**config.mk**
```make
export PLATFORM = sky130hd
export DESIGN_NAME = mem_port_arbiter
export DESIGN_NICKNAME = d
export VERILOG_FILES = /design/src/rtl/mem_port_arbiter_pkg.sv /design/src/rtl/mem_port_timeout.sv /design/src/rtl/mem_port_arbiter.sv
export SDC_FILE = /design/constraint.sdc
export NUM_CORES = 1
export LEC_CHECK = 0
export CAP_MARGIN = 30
export CORE_MARGIN = 2
export CORE_UTILIZATION = 39
export CTS_CLUSTER_DIAMETER = 60
export DETAILED_ROUTE_END_ITERATION = 10
export PLACE_DENSITY = 0.8
export SYNTH_ARGS = -nofsm -noshare
export SYNTH_HDL_FRONTEND = slang
export SYNTH_SLANG_ARGS = --single-unit
```
**constraint.sdc**
```tcl
create_clock -name clk -period 2.62 [get_ports clk]
set_clock_uncertainty 0.2 [all_clocks]
set_input_delay 0.524 -clock clk [delete_from_list [all_inputs] [get_ports clk]]
set_output_delay 0.524 -clock clk [all_outputs]
set_load 0.02 [all_outputs]
```
**src/rtl/mem_port_arbiter_pkg.sv**
```systemverilog
// Shared types and constants for the memory-port arbiter: FSM state encoding,
// pipeline stall bit positions and bus constants.
package mem_port_arbiter_pkg;

  typedef enum logic [1:0] {
    ST_IDLE  = 2'd0,
    ST_DATA  = 2'd1,
    ST_INST  = 2'd2,
    ST_DRAIN = 2'd3
  } arb_state_e;

  localparam logic STOP        = 1'b1;
  localparam logic NO_STOP     = 1'b0;
  localparam logic RST_ENABLE  = 1'b1;
  localparam logic CHIP_ENABLE = 1'b1;

  localparam int STALL_IFID_BIT  = 1;
  localparam int STALL_MEMWB_BIT = 4;

  localparam logic [3:0] SEL_ALL = 4'hF;

endpackage

```
**src/rtl/mem_port_timeout.sv**
```systemverilog
// Loadable down-counter for the memory access watchdog. expire is high in a
// waiting cycle once the full budget of waiting cycles has elapsed.
module mem_port_timeout
  import mem_port_arbiter_pkg::*;
#(
  parameter int TIMEOUT_CYCLES = 255,
  parameter int TO_W           = 8
) (
  input  logic clk,
  input  logic rst,
  input  logic load,
  input  logic run,
  output logic expire
);

  localparam logic [TO_W-1:0] LOAD_VAL = TO_W'(TIMEOUT_CYCLES - 1);

  logic [TO_W-1:0] cnt_r;

  // remaining-cycle counter: reloaded on issue, counts down while waiting
  always_ff @(posedge clk) begin
    if (rst == RST_ENABLE) begin
      cnt_r <= {TO_W{1'b0}};
    end else if (load) begin
      cnt_r <= LOAD_VAL;
    end else if (run && (cnt_r != {TO_W{1'b0}})) begin
      cnt_r <= cnt_r - TO_W'(1);
    end else begin
      cnt_r <= cnt_r;
    end
  end

  assign expire = run & (cnt_r == {TO_W{1'b0}});

endmodule

```
**src/rtl/mem_port_arbiter.sv**
```systemverilog
// Shares one memory port between instruction fetch and MEM-stage data access,
// with data priority, stall-safe done flags, flush draining and a timeout.
module mem_port_arbiter
  import mem_port_arbiter_pkg::*;
#(
  parameter int ADDR_W         = 32,
  parameter int DATA_W         = 32,
  parameter int TIMEOUT_CYCLES = 255,
  parameter int TO_W           = 8
) (
  input  logic              clk,
  input  logic              rst,
  input  logic [5:0]        stall,
  input  logic              flush_i,
  input  logic              if_ce_i,
  input  logic [ADDR_W-1:0] if_addr_i,
  input  logic              mem_ce_i,
  input  logic              mem_we_i,
  input  logic [3:0]        mem_sel_i,
  input  logic [ADDR_W-1:0] mem_addr_i,
  input  logic [DATA_W-1:0] mem_data_i,
  input  logic [DATA_W-1:0] ram_data_i,
  input  logic              ram_ack_i,
  output logic              ram_ce_o,
  output logic              ram_we_o,
  output logic [3:0]        ram_sel_o,
  output logic [ADDR_W-1:0] ram_addr_o,
  output logic [DATA_W-1:0] ram_data_o,
  output logic [DATA_W-1:0] if_inst_o,
  output logic [DATA_W-1:0] mem_data_o,
  output logic              stallreq_if_o,
  output logic              stallreq_mem_o,
  output logic              bus_err_o
);

  arb_state_e        state_r, state_s;
  logic              mem_done_r, mem_done_s;
  logic              inst_done_r, inst_done_s;
  logic              ram_ce_s, ram_we_s, bus_err_s;
  logic [3:0]        ram_sel_s;
  logic [ADDR_W-1:0] ram_addr_s;
  logic [DATA_W-1:0] ram_data_s, if_inst_s, mem_data_s;
  logic              issue_s, run_s, expire_s;
  logic              unused_stall_s;

  assign unused_stall_s = ^{stall[5], stall[3:2], stall[0]};
  assign run_s          = (state_r != ST_IDLE) & ~ram_ack_i;

  assign stallreq_mem_o = mem_ce_i & ~mem_done_r;
  assign stallreq_if_o  = if_ce_i & ~inst_done_r;

  mem_port_timeout #(
    .TIMEOUT_CYCLES (TIMEOUT_CYCLES),
    .TO_W           (TO_W)
  ) u_timeout (
    .clk    (clk),
    .rst    (rst),
    .load   (issue_s),
    .run    (run_s),
    .expire (expire_s)
  );

  // next-state and next registered-output computation
  always_comb begin
    state_s     = state_r;
    ram_ce_s    = ram_ce_o;
    ram_we_s    = ram_we_o;
    ram_sel_s   = ram_sel_o;
    ram_addr_s  = ram_addr_o;
    ram_data_s  = ram_data_o;
    if_inst_s   = if_inst_o;
    mem_data_s  = mem_data_o;
    bus_err_s   = 1'b0;
    issue_s     = 1'b0;
    mem_done_s  = mem_done_r;
    inst_done_s = inst_done_r;

    // done flags release once the owning pipeline stage advances
    if (flush_i) begin
      mem_done_s  = 1'b0;
      inst_done_s = 1'b0;
    end else begin
      if (mem_done_r && (stall[STALL_MEMWB_BIT] == NO_STOP)) begin
        mem_done_s = 1'b0;
      end else begin
        mem_done_s = mem_done_r;
      end
      if (inst_done_r && (stall[STALL_IFID_BIT] == NO_STOP)) begin
        inst_done_s = 1'b0;
      end else begin
        inst_done_s = inst_done_r;
      end
    end

    case (state_r)
      ST_IDLE: begin
        if (mem_ce_i && !mem_done_r) begin
          ram_ce_s   = CHIP_ENABLE;
          ram_we_s   = mem_we_i;
          ram_sel_s  = mem_sel_i;
          ram_addr_s = mem_addr_i;
          ram_data_s = mem_data_i;
          issue_s    = 1'b1;
          state_s    = ST_DATA;
        end else if (if_ce_i && !inst_done_r) begin
          ram_ce_s   = CHIP_ENABLE;
          ram_we_s   = 1'b0;
          ram_sel_s  = SEL_ALL;
          ram_addr_s = if_addr_i;
          issue_s    = 1'b1;
          state_s    = ST_INST;
        end else begin
          state_s = ST_IDLE;
        end
      end
      ST_DATA: begin
        if (ram_ack_i) begin
          ram_ce_s   = 1'b0;
          mem_done_s = 1'b1;
          state_s    = ST_IDLE;
          if (!ram_we_o) begin
            mem_data_s = ram_data_i;
          end else begin
            mem_data_s = mem_data_o;
          end
        end else if (expire_s) begin
          ram_ce_s   = 1'b0;
          bus_err_s  = 1'b1;
          mem_data_s = {DATA_W{1'b0}};
          mem_done_s = 1'b1;
          state_s    = ST_IDLE;
        end else begin
          state_s = ST_DATA;
        end
      end
      ST_INST: begin
        if (ram_ack_i || expire_s) begin
          ram_ce_s  = 1'b0;
          bus_err_s = ~ram_ack_i;
          state_s   = ST_IDLE;
          // a flushed fetch is discarded and will be re-requested
          if (!flush_i) begin
            if_inst_s   = ram_ack_i ? ram_data_i : {DATA_W{1'b0}};
            inst_done_s = 1'b1;
          end else begin
            if_inst_s   = if_inst_o;
          end
        end else if (flush_i) begin
          state_s = ST_DRAIN;
        end else begin
          state_s = ST_INST;
        end
      end
      ST_DRAIN: begin
        if (ram_ack_i || expire_s) begin
          ram_ce_s  = 1'b0;
          bus_err_s = ~ram_ack_i;
          state_s   = ST_IDLE;
        end else begin
          state_s = ST_DRAIN;
        end
      end
      default: begin
        ram_ce_s = 1'b0;
        state_s  = ST_IDLE;
      end
    endcase
  end

  // state, done flags and registered outputs
  always_ff @(posedge clk) begin
    if (rst == RST_ENABLE) begin
      state_r     <= ST_IDLE;
      mem_done_r  <= 1'b0;
      inst_done_r <= 1'b0;
      ram_ce_o    <= 1'b0;
      ram_we_o    <= 1'b0;
      ram_sel_o   <= 4'h0;
      ram_addr_o  <= {ADDR_W{1'b0}};
      ram_data_o  <= {DATA_W{1'b0}};
      if_inst_o   <= {DATA_W{1'b0}};
      mem_data_o  <= {DATA_W{1'b0}};
      bus_err_o   <= 1'b0;
    end else begin
      state_r     <= state_s;
      mem_done_r  <= mem_done_s;
      inst_done_r <= inst_done_s;
      ram_ce_o    <= ram_ce_s;
      ram_we_o    <= ram_we_s;
      ram_sel_o   <= ram_sel_s;
      ram_addr_o  <= ram_addr_s;
      ram_data_o  <= ram_data_s;
      if_inst_o   <= if_inst_s;
      mem_data_o  <= mem_data_s;
      bus_err_o   <= bus_err_s;
    end
  end

endmodule

```
==> results.json <==
{
  "dp_hpwl_um": 12170,
  "reg2reg_to": "if_inst_o[7]",
  "fillers": 1046,
  "setup_viol": 0,
  "first_global_vias": 5243,
  "die_height_um": 120.6,
  "ys_seq_elements": 147,
  "cp-start-kind": "flip-flop",
  "final_common_cell": "clkdlybuf4s50_1",
  "p_leak_nw": 3.398,
  "drtAntennaViolNets": 0,
  "tightest_slew_ns": 0.5340,
  "start_util_pct": 40.07,
  "io_pins": 282,
  "total_power_w": 0.006100,
  "grt_max_degree": 67,
  "arrival_ns": 2.34,
  "rows": 42,
  "cts_buffer_depth": 2,
  "io_buffers": 277,
  "grt_pass1_wl_um": 25960,
  "min_period_ns": 2.239,
  "r2r_start": "u_timeout.cnt_r[0]",
  "htree_levels": 4,
  "grt-busiest-layer": "met2",
  "die_w_um": 120.6,
  "critical_path.endpoint_type": "flip-flop",
  "clk_pin_slew_ns": 0.06,
  "grt_antenna_before_repair": 1,
  "min_path_cells": 2,
  "clkLatencyLatePin_ns": 0.41,
  "min_from": "rst",
  "ys.flop_type": "dfxtp_1",
  "yosys_warnings": 0,
  "path_depth": 7,
  "routed_via_density": 5.181,
  "rsz0062_at_grt": "no",
  "core_sq_um": 13240,
  "syn-mean-instance-area_sq_um": 9.375,
  "use_met2_pct": 38.59,
  "wl_per_cell_um": 16.54,
  "crit_fanout": 32,
  "place_congestion": 0.7763,
  "crit_slowest_cell": "nor4b_1",
  "hold_class": "in2reg",
  "path_class": "reg2reg",
  "cts_tree": "done",
  "dpl_worst_slack_ns": 0.01965,
  "critPathMaxStageDelay_ns": 0.47,
  "synth.distinct_cells": 43,
  "synth_cells": 566,
  "p_per_area_nw_per_um2": 687.4,
  "track_usage_pct": 22.61,
  "syn_to_final_growth_pct": 67.22,
  "finalHoldViolations": 0,
  "grtUsageMet3_pct": 7.830,
  "num_vias": 5311,
  "fin_crit_sh_pct": 85.45,
  "grt_util_met1_pct": 25.51,
  "clock.fmax_ghz": 0.4467,
  "synth_area_sq_um": 5306,
  "path_cells": "inv_1 > ha_1 > nor4b_1 > a21o_1 > a21oi_2 > buf_4 > a22o_1",
  "cp_data_required_time_ns": 2.72,
  "syn_nets": 712,
  "setup_slack_ns": 0.3813,
  "critPathTopFamily": "compound AO/OA/AOI/OAI gates",
  "max_cap_viol_count": 0,
  "r2r_slack_ns": 0.38,
  "nets": 982,
  "firstDrtPassIters": 4,
  "yosysSeqAreaShare_pct": 55.46,
  "reg2reg_depth": 7,
  "async_flop_share_pct": 0,
  "gr-total-overflow": 0,
  "totalWireLength_um": 16950,
  "drive_gt1_share_pct": 7.075,
  "initialDrtViolationCount": 250,
  "min_to": "ram_we_o",
  "slew_headroom_pct": 63.90,
  "cts_sinks": 147,
  "die_area_sq_um": 14560,
  "crit_buf_inv": 2,
  "cts-root-buf": "clkbuf_16",
  "remaining_drc_errors": 0,
  "finalMaxSlewViolations": 0,
  "mostFrequentLayoutCells": "clkdlybuf4s50_1, dfxtp_1, nand2_1, a22o_1, nor2_1",
  "cts_buffers": 17,
  "status": "finished clean",
  "ir_drop_v": 0.0004606,
  "synth_edf_count": 0,
  "setup-tns-final_ns": 0
}
per-layer routing:
layer  share of wire [%]  routed length, um
met1                  39               6637
met2                  49               8330
met3                 8.7               1477
met4                 3.0                505
met5                   0                  0
logic make-up after synthesis:
group,after synthesis,synth area share [%]
AO/OA/AOI/OAI,156,22.92
XOR/XNOR,1,0.1651
adder cells (fa/ha/maj),1,0.2358
buffers and inverters,49,4.669
flip-flops,147,55.46
AND/OR/NAND/NOR,212,16.55
flip-flops by register name (all words and copies together), names as in the netlist, 2 cells and up:
register,cells
ram_data_o,32
u_timeout.cnt_r,8
ram_sel_o,4
mem_data_o,32
ram_addr_o,32
if_inst_o,32
state_r,2
power breakdown:
group          switching [W]  internal, W  leakage (nW)
registers          0.0000962      0.00239          1.20
clock network       0.000931      0.00149         0.285
logic               0.000594     0.000600          1.91
total                0.00162      0.00448          3.40
worst max path at each step:
stage / start / to / slack (ns)
global route: u_timeout.cnt_r[0] / if_inst_o[20] / 0.22
global placement: if_ce_i / stallreq_if_o / 0.02
detailed placement: if_ce_i / stallreq_if_o / 0.02
CTS: if_ce_i / stallreq_if_o / 0.02
floorplan: if_ce_i / ram_addr_o[11] / 0.63
finish: u_timeout.cnt_r[0] / if_inst_o[7] / 0.38
Yosys cell counts, types with 2 or more instances:
| master | count | area, sq um |
|---|---|---|
| nand2b_1 | 2 | 12.51 |
| a21oi_2 | 2 | 17.52 |
| dfxtp_1 | 147 | 2943 |
| o21ai_0 | 3 | 15.01 |
| inv_1 | 3 | 11.26 |
| nor3_1 | 9 | 45.04 |
| nor2b_1 | 3 | 18.77 |
| buf_2 | 12 | 60.06 |
| a22o_1 | 64 | 560.5 |
| clkbuf_1 | 25 | 93.84 |
| a21oi_1 | 37 | 185.2 |
| o41ai_1 | 2 | 17.52 |
| a31oi_1 | 2 | 12.51 |
| a311oi_1 | 34 | 297.8 |
| or3_1 | 2 | 12.51 |
| nor2_1 | 52 | 195.2 |
| nand4b_1 | 2 | 17.52 |
| a211oi_1 | 3 | 22.52 |
| nand2_1 | 133 | 499.2 |
| buf_6 | 6 | 67.56 |
through the flow:
step | cells | area, sq um | hold slack [ns] | util, %
after floorplan | 566 | 5306 | 0.2784 | -
final | 1025 | 8874 | 0.2095 | 67.01
after global placement | 993 | 8277 | 0.2417 | 62.50
after detailed placement | 993 | 8277 | 0.2490 | 62.50
after CTS | 1024 | 8866 | 0.1817 | 66.95
after global routing | 1025 | 8874 | 0.2125 | 67.01
timing repair:
item / in CTS / in global routing
buffers inserted: 0 / 0
endpoints found under the setup margin: 0 / 2
hold buffers: 0 / 0
gates resized for setup: 0 / 2
layout make-up:
type	instances	area, sq um	share of cell area (%)
timing repair buffer	296	2965	33.42
multi-input combinational	370	2138	24.10
antenna	1	2.502	0.02820
sequential	147	2943	33.16
inverter	4	15.01	0.1692
clock buffer	17	425.4	4.794
clock inverter	14	163.9	1.847
tap	176	220.2	2.482
worst register-to-register path: cells and delay by family (launching register included):
family	cells	cell delay (ns)
AND/OR/NAND/NOR	1	0.47
adder cells (fa/ha/maj)	1	0.18
buffers and inverters	2	0.33
flip-flops	1	0.34
AO/OA/AOI/OAI	3	0.62
Note: power is estimated with default switching activity, not from simulation.
